[config.mk]
export PLATFORM = sky130hd
export DESIGN_NAME = mdio_master_flat
export DESIGN_NICKNAME = d
export VERILOG_FILES = /design/src/rtl/mdio_pkg.sv /design/src/rtl/mdio_master_if.sv /design/src/rtl/mdio_clk_gen.sv /design/src/rtl/mdio_master.sv /design/src/flat_wrapper.sv
export SDC_FILE = /design/constraint.sdc
export NUM_CORES = 1
export LEC_CHECK = 0
export ABC_CLOCK_PERIOD_IN_PS = 4100
export BUFFER_PORTS_ARGS = -buffer_cell sky130_fd_sc_hd__buf_2
export CORE_MARGIN = 5
export CORE_UTILIZATION = 40
export CTS_CLUSTER_DIAMETER = 150
export DETAILED_ROUTE_END_ITERATION = 6
export PLACE_DENSITY = 0.57
export SLEW_MARGIN = 20
export SYNTH_ARGS = -nofsm -noshare
export SYNTH_HDL_FRONTEND = slang
export SYNTH_HIERARCHICAL = 1
export SYNTH_SLANG_ARGS = --single-unit
[constraint.sdc]
create_clock -name clk -period 4.1 [get_ports clk]
set_input_delay 0.82 -clock clk [delete_from_list [all_inputs] [get_ports clk]]
set_output_delay 0.82 -clock clk [all_outputs]
set_load 0.005 [all_outputs]
[src/rtl/mdio_pkg.sv]
// Shared types and frame constants for the Clause 22 MDIO master.
package mdio_pkg;

   typedef enum logic [3:0] {
      StIdle,
      StPre,
      StSt,
      StOp,
      StPhyad,
      StRegad,
      StTa,
      StData,
      StDone
   } mdio_state_e;

   localparam logic [1:0] ST_CODE = 2'b01;
   localparam logic [1:0] OP_RD   = 2'b10;
   localparam logic [1:0] OP_WR   = 2'b01;
   localparam logic [1:0] TA_WR   = 2'b10;

   localparam int unsigned PRE_LEN   = 32;
   localparam int unsigned FRAME_LEN = 64;

   // First bit index of each frame field
   localparam logic [5:0] IDX_ST    = 6'(PRE_LEN);
   localparam logic [5:0] IDX_OP    = 6'd34;
   localparam logic [5:0] IDX_PHYAD = 6'd36;
   localparam logic [5:0] IDX_REGAD = 6'd41;
   localparam logic [5:0] IDX_TA    = 6'd46;
   localparam logic [5:0] IDX_TA2   = 6'd47;
   localparam logic [5:0] IDX_DATA  = 6'd48;
   localparam logic [5:0] IDX_LAST  = 6'(FRAME_LEN - 1);

   // Frame field that owns a given bit index
   function automatic mdio_state_e idx_to_state(input logic [5:0] idx);
      if (idx < IDX_ST)         return StPre;
      else if (idx < IDX_OP)    return StSt;
      else if (idx < IDX_PHYAD) return StOp;
      else if (idx < IDX_REGAD) return StPhyad;
      else if (idx < IDX_TA)    return StRegad;
      else if (idx < IDX_DATA)  return StTa;
      else                      return StData;
   endfunction

endpackage

[src/rtl/mdio_master_if.sv]
// Command/response handshake between the PHY management controller and the MDIO master.
interface mdio_master_if;
   logic        op_exec;
   logic        op_rh_wl;
   logic [4:0]  op_addr;
   logic [15:0] op_wr_data;
   logic        op_done;
   logic [15:0] op_rd_data;
   logic        op_rd_ack;

   modport master (
      output op_exec, op_rh_wl, op_addr, op_wr_data,
      input  op_done, op_rd_data, op_rd_ack
   );

   modport slave (
      input  op_exec, op_rh_wl, op_addr, op_wr_data,
      output op_done, op_rd_data, op_rd_ack
   );
endinterface

[src/rtl/mdio_clk_gen.sv]
// MDC divider: free-runs only while a frame is in flight and emits per-bit timing ticks.
module mdio_clk_gen #(
   parameter int unsigned CLK_DIV = 20
) (
   input  logic clk,
   input  logic rst_n,
   input  logic run,
   output logic mdc,
   output logic drive_tick,
   output logic sample_tick,
   output logic bit_end
);

   localparam int unsigned CW = $clog2(CLK_DIV);
   localparam logic [CW-1:0] HALF = CW'(CLK_DIV / 2);
   localparam logic [CW-1:0] LAST = CW'(CLK_DIV - 1);

   logic [CW-1:0] cnt_q, cnt_d;
   logic          mdc_q;

   // Counter wraps within a bit period and parks at zero when idle
   always_comb begin
      cnt_d = '0;
      if (run) begin
         cnt_d = (cnt_q == LAST) ? '0 : cnt_q + 1'b1;
      end
   end

   // mdc is registered from the next count so it tracks cnt without decode glitches
   always_ff @(posedge clk or negedge rst_n) begin
      if (!rst_n) begin
         cnt_q <= '0;
         mdc_q <= 1'b0;
      end else begin
         cnt_q <= cnt_d;
         mdc_q <= (cnt_d >= HALF);
      end
   end

   assign mdc         = mdc_q;
   assign drive_tick  = run && (cnt_q == '0);
   assign sample_tick = run && (cnt_q == HALF);
   assign bit_end     = run && (cnt_q == LAST);

endmodule

[src/rtl/mdio_master.sv]
// Clause 22 MDIO master: serialises one read/write frame per command onto MDC/MDIO.
// Optional build macro MDIO_PRE_SUPPRESS_EN skips the 32-bit preamble.
module mdio_master
   import mdio_pkg::*;
#(
   parameter int unsigned CLK_DIV  = 20,
   parameter logic [4:0]  PHY_ADDR = 5'b00001
) (
   input  logic           clk,
   input  logic           rst_n,
   mdio_master_if.slave   op,
   output logic           mdc,
   output logic           mdio_o,
   output logic           mdio_oe,
   input  logic           mdio_i
);

`ifdef MDIO_PRE_SUPPRESS_EN
   localparam logic [5:0] START_IDX = IDX_ST;
`else
   localparam logic [5:0] START_IDX = 6'd0;
`endif

   mdio_state_e state_q, state_d;
   logic [5:0]  bit_idx_q, bit_idx_d;
   logic        rd_q, rd_d;
   logic [31:0] tx_sr_q, tx_sr_d;
   logic [15:0] rx_sr_q, rx_sr_d;
   logic        ta_ack_q, ta_ack_d;
   logic        mdio_o_q, mdio_o_d;
   logic        mdio_oe_q, mdio_oe_d;
   logic [15:0] rd_data_q, rd_data_d;
   logic        rd_ack_q, rd_ack_d;

   logic run, drive_tick, sample_tick, bit_end;

   assign run = (state_q != StIdle) && (state_q != StDone);

   mdio_clk_gen #(
      .CLK_DIV (CLK_DIV)
   ) u_clk_gen (
      .clk         (clk),
      .rst_n       (rst_n),
      .run         (run),
      .mdc         (mdc),
      .drive_tick  (drive_tick),
      .sample_tick (sample_tick),
      .bit_end     (bit_end)
   );

   // Next-state: command capture, bit drive/sample and field sequencing
   always_comb begin
      state_d   = state_q;
      bit_idx_d = bit_idx_q;
      rd_d      = rd_q;
      tx_sr_d   = tx_sr_q;
      rx_sr_d   = rx_sr_q;
      ta_ack_d  = ta_ack_q;
      mdio_o_d  = mdio_o_q;
      mdio_oe_d = mdio_oe_q;
      rd_data_d = rd_data_q;
      rd_ack_d  = rd_ack_q;

      case (state_q)
         StIdle: begin
            if (op.op_exec) begin
               rd_d      = op.op_rh_wl;
               // Reads load all-ones for TA/DATA so a released line idles high
               tx_sr_d   = {ST_CODE, op.op_rh_wl ? OP_RD : OP_WR, PHY_ADDR, op.op_addr,
                            op.op_rh_wl ? 2'b11 : TA_WR,
                            op.op_rh_wl ? 16'hFFFF : op.op_wr_data};
               bit_idx_d = START_IDX;
               state_d   = idx_to_state(START_IDX);
            end
         end

         StDone: begin
            state_d = StIdle;
         end

         default: begin
            if (drive_tick) begin
               if (bit_idx_q < IDX_ST) begin
                  mdio_o_d  = 1'b1;
                  mdio_oe_d = 1'b1;
               end else begin
                  mdio_o_d  = tx_sr_q[31];
                  tx_sr_d   = {tx_sr_q[30:0], 1'b1};
                  mdio_oe_d = !(rd_q && (bit_idx_q >= IDX_TA));
               end
            end

            if (sample_tick && rd_q) begin
               if (bit_idx_q == IDX_TA2) begin
                  ta_ack_d = mdio_i;
               end
               if (bit_idx_q >= IDX_DATA) begin
                  rx_sr_d = {rx_sr_q[14:0], mdio_i};
               end
            end

            if (bit_end) begin
               if (bit_idx_q == IDX_LAST) begin
                  state_d   = StDone;
                  mdio_o_d  = 1'b1;
                  mdio_oe_d = 1'b0;
                  // Results become visible together with op_done
                  if (rd_q) begin
                     rd_data_d = rx_sr_q;
                     rd_ack_d  = ta_ack_q;
                  end else begin
                     rd_ack_d  = 1'b0;
                  end
               end else begin
                  bit_idx_d = bit_idx_q + 6'd1;
                  state_d   = idx_to_state(bit_idx_q + 6'd1);
               end
            end
         end
      endcase
   end

   // State register; async reset abandons any frame without a completion
   always_ff @(posedge clk or negedge rst_n) begin
      if (!rst_n) begin
         state_q   <= StIdle;
         bit_idx_q <= '0;
         rd_q      <= 1'b0;
         tx_sr_q   <= '1;
         rx_sr_q   <= '0;
         ta_ack_q  <= 1'b0;
         mdio_o_q  <= 1'b1;
         mdio_oe_q <= 1'b0;
         rd_data_q <= '0;
         rd_ack_q  <= 1'b0;
      end else begin
         state_q   <= state_d;
         bit_idx_q <= bit_idx_d;
         rd_q      <= rd_d;
         tx_sr_q   <= tx_sr_d;
         rx_sr_q   <= rx_sr_d;
         ta_ack_q  <= ta_ack_d;
         mdio_o_q  <= mdio_o_d;
         mdio_oe_q <= mdio_oe_d;
         rd_data_q <= rd_data_d;
         rd_ack_q  <= rd_ack_d;
      end
   end

   assign mdio_o        = mdio_o_q;
   assign mdio_oe       = mdio_oe_q;
   assign op.op_done    = (state_q == StDone);
   assign op.op_rd_data = rd_data_q;
   assign op.op_rd_ack  = rd_ack_q;

endmodule

[src/flat_wrapper.sv]
// flat-port wrapper written by rule: the top's interface ports become plain ports
module mdio_master_flat import mdio_pkg::*;
#(
   parameter int unsigned CLK_DIV  = 20,
   parameter logic [4:0]  PHY_ADDR = 5'b00001
)
  (clk, rst_n, mdc, mdio_o, mdio_oe, mdio_i, op_op_exec, op_op_rh_wl, op_op_addr, op_op_wr_data, op_op_done, op_op_rd_data, op_op_rd_ack);
  mdio_master_if op_i ();
  input  logic clk;
  input  logic rst_n;
  output logic mdc;
  output logic mdio_o;
  output logic mdio_oe;
  input  logic mdio_i;
  input wire logic [$bits(op_i.op_exec)-1:0] op_op_exec;
  input wire logic [$bits(op_i.op_rh_wl)-1:0] op_op_rh_wl;
  input wire logic [$bits(op_i.op_addr)-1:0] op_op_addr;
  input wire logic [$bits(op_i.op_wr_data)-1:0] op_op_wr_data;
  output wire logic [$bits(op_i.op_done)-1:0] op_op_done;
  output wire logic [$bits(op_i.op_rd_data)-1:0] op_op_rd_data;
  output wire logic [$bits(op_i.op_rd_ack)-1:0] op_op_rd_ack;
  assign op_i.op_exec = op_op_exec;
  assign op_i.op_rh_wl = op_op_rh_wl;
  assign op_i.op_addr = op_op_addr;
  assign op_i.op_wr_data = op_op_wr_data;
  assign op_op_done = op_i.op_done;
  assign op_op_rd_data = op_i.op_rd_data;
  assign op_op_rd_ack = op_i.op_rd_ack;
  mdio_master #(.CLK_DIV(CLK_DIV), .PHY_ADDR(PHY_ADDR)) u_core (.clk(clk), .rst_n(rst_n), .op(op_i), .mdc(mdc), .mdio_o(mdio_o), .mdio_oe(mdio_oe), .mdio_i(mdio_i));
endmodule
# ---- Word-level counts from Yosys, hierarchy flattened
# Cells that the tools add are included.
dict set report totals {
  output_inout_bits 21
  register_bits 85
  in_bits 26
}
dict set report classes {
  n_eq_ne 9
  mux 32
  n_lt_le_gt_ge 10
  reduce_logical 22
  n_bitwise 2
  add_sub_neg 2
}
# operator n
set ops {}
lappend ops {{2-to-1 mux 32 bit} 3}
lappend ops {{one-hot mux 32 bit (2 select lines)} 1}
lappend ops {{less-than comparator 6 bit (second input constant)} 7}
lappend ops {{2-to-1 mux 4 bit} 8}
lappend ops {{2-to-1 mux 6 bit} 3}
lappend ops {{2-to-1 mux 16 bit} 1}
lappend ops {{equality test 6 bit (second input constant)} 2}
lappend ops {{>= comparator 6 bit (second input constant)} 2}
lappend ops {{one-hot mux 6 bit (2 select lines)} 1}
lappend ops {{AND reduction 4 bit} 3}
lappend ops {{2-to-1 mux 1 bit} 11}
lappend ops {{2-to-1 mux 5 bit} 2}
lappend ops {{AND reduction 3 bit} 3}
lappend ops {{one-hot mux 4 bit (2 select lines)} 1}
lappend ops {{adder 6 x 1 -> 6 bit (second input constant)} 1}
lappend ops {{logical AND 1 bit} 6}
lappend ops {{!= test 2 bit (second input constant)} 3}
lappend ops {{adder 5 x 1 -> 5 bit (second input constant)} 1}
lappend ops {{equality test 5 x 4 -> 1 bit (second input constant)} 1}
lappend ops {{equality test 5 bit (second input constant)} 1}
lappend ops {{>= comparator 5 x 4 -> 1 bit (second input constant)} 1}
lappend ops {{logical NOT 5 bit} 1}
lappend ops {{equality test 4 bit (second input constant)} 1}
lappend ops {{logical NOT 4 bit} 1}
lappend ops {{other kinds (9)} 12}

# ---- Logic depth before layout (Yosys ltp)
dict set report depth {
  ltp_word 11
  ltp_mapped 10
  ltp_nobuf 9
}

# ---- Modules after synthesis
# The synthesis kept the hierarchy.
# module area_per_inst_um2 cells_each seq_area_each_um2 instances
set by_module_without_submodules {}
lappend by_module_without_submodules {mdio_master 3727.3 323 2018.2 1}
lappend by_module_without_submodules {mdio_clk_gen 360.3 37 150.1 1}

# ---- Least setup slack after synthesis
# No wires, ideal clock.
dict set report synth_path {
  path_kind {register to register}
  from {register u_core.state_q[2]}
  to {register u_core.tx_sr_q[10]}
  required_ps 4011
  period_less_slack_ps 2178
  n_path_buf 1
  arrival_time_ps 2090
  path_slack_ps 1922
  path_stages_with_launch 10
  setup_time_ps 89
  cell_sequence {dfrtp_1 > nor3_4 > inv_4 > inv_1 > nor2_1 > and3_1 > o311a_2 > a21oi_2 > clkbuf_1 > o21ai_1}
}
dict set report synth_between {
  elab_chain_len 5
  elab_cells_between_ends 12
}
# element line
set synth_rtl {}
lappend synth_rtl {{start: declaration} mdio_master.sv:24} ;# mdio_state_e state_q, state_d;
lappend synth_rtl {{start signal: assignment} mdio_master.sv:126} ;# state_q <= StIdle;
lappend synth_rtl {{start signal: assignment} mdio_master.sv:137} ;# state_q <= state_d;
lappend synth_rtl {{!= test 4 bit / nonzero test 4 bit (equally long branches)} mdio_master.sv:37} ;# assign run = (state_q != StIdle) && (state_q != StDone);
lappend synth_rtl {{logical AND 1 bit *} mdio_master.sv:37}
lappend synth_rtl {{via u_core.run} mdio_master.sv:35} ;# logic run, drive_tick, sample_tick, bit_end;
lappend synth_rtl {{logical AND 1 bit *} mdio_clk_gen.sv:41} ;# assign drive_tick = run && (cnt_q == '0);
lappend synth_rtl {{via u_core.drive_tick} mdio_master.sv:35}
lappend synth_rtl {{nonzero test 2 bit (no source line) *} -}
lappend synth_rtl {{AND reduction 4 bit (no source line) *} -}
lappend synth_rtl {{end signal: assignment} mdio_master.sv:140} ;# tx_sr_q <= tx_sr_d;
lappend synth_rtl {{end: declaration} mdio_master.sv:27} ;# logic [31:0] tx_sr_q, tx_sr_d;
# Mark *: on every way through the listed nets, which the timed path passes. The rest lies on a longest branch.
# A chain may end at the register's enable or synchronous reset.

# ---- Final worst setup path
dict set report layout_path {
  from {register u_core.state_q[2]}
  to {register u_core.tx_sr_q[0]}
}
# The elaborated chain is that of the path after synthesis.

==> impl_metrics.sql <==
INSERT INTO impl_metrics (metric_group, metric, value, unit) VALUES
('run_status', 'outcome', 'finished, final reports clean', ''),
('timing', 'max_clock_freq', '339', 'MHz'),
('die', 'fp.dieH', '111', 'um'),
('die', 'die_w', '111', 'um'),
('setup_path', 'required', '4.39', 'ns'),
('timing', 'fin_hold_viols', '0', ''),
('synthesis', 'netlist.top_cell.by_area', 'sky130_fd_sc_hd__dfrtp_1', ''),
('timing', 'relSlewSlack', '0.473', ''),
('cells_and_area', 'nFillCells', '967', ''),
('synthesis', 'yosysUniqueCellTypes', '64', ''),
('clock_network', 'cts_max_level', '3', ''),
('drt', 'route.vias.total', '2836', ''),
('die', 'fp.dieArea', '0.0123', 'mm2'),
('place', 'gp_routability_congestion', '0.845', ''),
('die', 'placementRows', '37', ''),
('clock_network', 'post-cts-setup-buffers', '0', ''),
('die', 'core_region_area', '0.0101', 'mm2'),
('drt', 'post_drt_via_cell_ratio', '5.24', ''),
('setup_path', 'worst-path-max-fanout', '36', ''),
('setup_path', 'critical_path_class', 'register to register', ''),
('power', 'power.leakage', '0.00211', 'uW'),
('cells_and_area', 'instances_no_fill', '541', ''),
('grt', 'grt_use_total', '0.140', ''),
('drt', 'detail_route.drc_violations', '0', ''),
('synthesis', 'yosysTopAreaCellShare', '0.318', ''),
('clock_network', 'clock-root-buffer', 'sky130_fd_sc_hd__clkbuf_8', ''),
('synthesis', 'register_bit_total_from_synthesis', '85', ''),
('timing', 'setup_viol', '0', ''),
('clock_network', 'numClockSinks', '85', ''),
('drt', 'antenna_left', '0', ''),
('die', 'initial_core_util', '0.403', ''),
('cells_and_area', 'n_antenna_cell', '0', ''),
('clock_network', 'clk_latency', '0.35', 'ns'),
('cells_and_area', 'layout-drive-gt1-share', '0.370', ''),
('cells_and_area', 'nNetsFinal', '430', ''),
('timing', 'worst_pin_slew', '0.789', 'ns'),
('clock_network', 'post_cts_resized', '0', ''),
('timing', 'timing.final.crit_share', '0.720', ''),
('die', 'num_io_pins', '47', ''),
('grt', 'grt_pass1_vias', '2826', ''),
('grt', 'total_overflow_reported_by_the_global_router', '0', ''),
('timing', 'final.setup.worst_slack', '1.15', 'ns'),
('synthesis', 'synth.top_cells.by_area', 'sky130_fd_sc_hd__dfrtp_1, sky130_fd_sc_hd__dfstp_2, sky130_fd_sc_hd__mux2_2', ''),
('drt', 'dr.pass1.iters', '4', ''),
('drt', 'drt-wirelength-per-cell', '15.2', 'um'),
('run', 'maxCapViolations', '0', ''),
('setup_path', 'endpoint_kind', 'register', ''),
('clock_network', 'cts_max_path_buffers', '2', ''),
('timing', 'rsz_0062_raised_after_global_routing', 'no', ''),
('synthesis', 'mappedNetlistNets', '390', ''),
('grt', 'grt_first_pass_wirelength', '14.2', 'mm'),
('synthesis', 'synth-edff-count', '0', ''),
('power', 'vdd_ir_drop_max', '0.000218', 'V'),
('timing', 'worst_case_clock_skew', '0.00983', 'ns'),
('place', 'place_ws', '1.20', 'ns'),
('drt', 'routed_wl', '8.20', 'mm'),
('setup_path', 'r2r_setup_slack', '1.15', 'ns'),
('grt', 'grt_start_max_net_pins', '63', ''),
('synthesis', 'postSynth.topFlopCell', 'sky130_fd_sc_hd__dfrtp_1', ''),
('grt', 'grt_antenna_before_repair', '0', ''),
('synthesis', 'postSynth.asyncResetShare', '1.00', ''),
('clock_network', 'total_cts_buffers', '9', ''),
('cells_and_area', 'p_r_area_growth_vs_syn', '13.3', '%'),
('synthesis', 'synth_area', '0.00409', 'mm2'),
('place', 'numPortBuffers', '46', ''),
('hold_path', 'hp-class', 'register to register', ''),
('clock_network', 'clk_pin_slew', '0.09', 'ns'),
('place', 'hpwlAfterDp', '5.49', 'mm'),
('clock_network', 'tritoncts_clock_tree', 'built', ''),
('power', 'pwr_density_cell', '579', 'mW/mm2'),
('setup_path', 'critical_path.startpoint_type', 'register', ''),
('timing', 'fin_setup_tns', '0', 'ns'),
('place', 'placed_instances', '525', ''),
('synthesis', 'post_synth_inst_count', '360', ''),
('synthesis', 'synth-seq-area-share', '0.530', ''),
('timing', 'fin_crit', '2.95', 'ns'),
('clock_network', 'hold_buffers', '0', ''),
('synthesis', 'synth-warning-count', '6', ''),
('timing', 'slew_viol_final', '0', ''),
('drt', 'dr.first_iter.drc_count', '171', ''),
('setup_path', 'critPathArrivalTime', '3.24', 'ns'),
('synthesis', 'post_synth.cell_area_avg', '11.4', 'um2');
Yosys cell counts, drive strengths merged, types with 3 or more instances:
master	n
nor4	6
a22oi	3
nand4	4
nor2	11
or3	16
buf	13
o21ai	46
and3b	3
a22o	6
mux2	35
and2	4
and3	5
nand3	9
clkbuf	7
o22a	3
nor3	4
and2b	3
ha	4
nand2	34
dfstp	33
a21oi	9
inv	12
dfrtp	52
mux2i	8
layer usage:
metal	share of wire	GRT usage
met5	0	0
met3	0.049	0.0431
met2	0.47	0.218
met4	0.012	0.0406
met1	0.47	0.189
registers in the layout, indices dropped and copies added (netlist names):
| register | cells |
|---|---|
| u_core/u_clk_gen/cnt_q | 5 |
| u_core/rd_q | 1 |
| u_core/mdio_o | 1 |
| u_core/bit_idx_q | 6 |
| u_core/state_q | 4 |
| u_core/u_clk_gen/mdc | 1 |
| u_core/ta_ack_q | 1 |
| u_core/op.op_rd_ack | 1 |
| u_core/op.op_rd_data | 16 |
| u_core/tx_sr_q | 32 |
| u_core/mdio_oe | 1 |
| u_core/rx_sr_q | 16 |
layout make-up:
class                   instances  area, um2  share of cell area
clock buffers                   9        124              0.0267
clock inverters                 7        103              0.0222
well taps                     136        170              0.0367
inverters                      12       47.5              0.0103
flip-flops and latches         85       2170               0.468
multi-input cells             243       1760               0.381
repair buffers                 49        255              0.0551
power breakdown:
part           total (uW)  switching (uW)  internal, uW
Clock                 675             322           353
Combinational         714             415           299
Sequential           1290             179          1110
Total                2680             916          1760
cells in the final DEF (no fill, tap or decap), drive strengths merged, types with 5 or more instances in the layout:
cell type  instances
a22o               6
buf               49
nor4               6
inv               16
dfrtp             52
nor2              11
nand3              9
clkbuf             9
and3               5
mux2              35
dfstp             33
or3               16
o21ai             46
a21oi              9
mux2i              8
nand2             34
worst paths after layout:
path,startpoint,end,cells past startpoint
worst max-delay path,u_core/state_q[2],u_core/tx_sr_q[0],10
min in group asynchronous,rst_n,u_core/state_q[0],1
worst min-delay path,u_core/tx_sr_q[9],u_core/tx_sr_q[9],2
max in group asynchronous,rst_n,u_core/rx_sr_q[2],2
worst max register to register,u_core/state_q[2],u_core/tx_sr_q[0],10
worst min register to register,u_core/tx_sr_q[9],u_core/tx_sr_q[9],2
stage by stage:
step | power, uW | hold WS, ns | cell area, um2 | utilization
after floorplan | 1840 | 0.441 | 4090 | -
after global placement | 2010 | 0.448 | 4400 | 0.434
after detailed placement | 2020 | 0.452 | 4400 | 0.434
after CTS | 2720 | 0.465 | 4630 | 0.457
after global routing | 2890 | 0.483 | 4630 | 0.457
final | 2680 | 0.465 | 4630 | 0.457
kinds of logic after synthesis:
kind of cell	share of synthesized area
buffers and inverters	0.0401
flip-flops	0.530
AND/OR/NAND/NOR	0.154
AO/OA/AOI/OAI	0.138
XOR/XNOR	0.00214
adder cells (fa/ha/maj)	0.0122
multiplexers	0.123
worst max-delay path: stages (launching register included):
cell                      delay, ns
sky130_fd_sc_hd__dfrtp_1       0.48
sky130_fd_sc_hd__nor3_4        0.39
sky130_fd_sc_hd__inv_4         0.11
sky130_fd_sc_hd__inv_1         0.16
sky130_fd_sc_hd__nor2_1        0.07
sky130_fd_sc_hd__and3_1        0.27
sky130_fd_sc_hd__o311a_2       0.22
sky130_fd_sc_hd__a21oi_4       0.63
sky130_fd_sc_hd__buf_4         0.34
sky130_fd_sc_hd__nor4_1        0.07
sky130_fd_sc_hd__a21oi_1       0.13
Note: power is estimated with default switching activity, not from simulation.
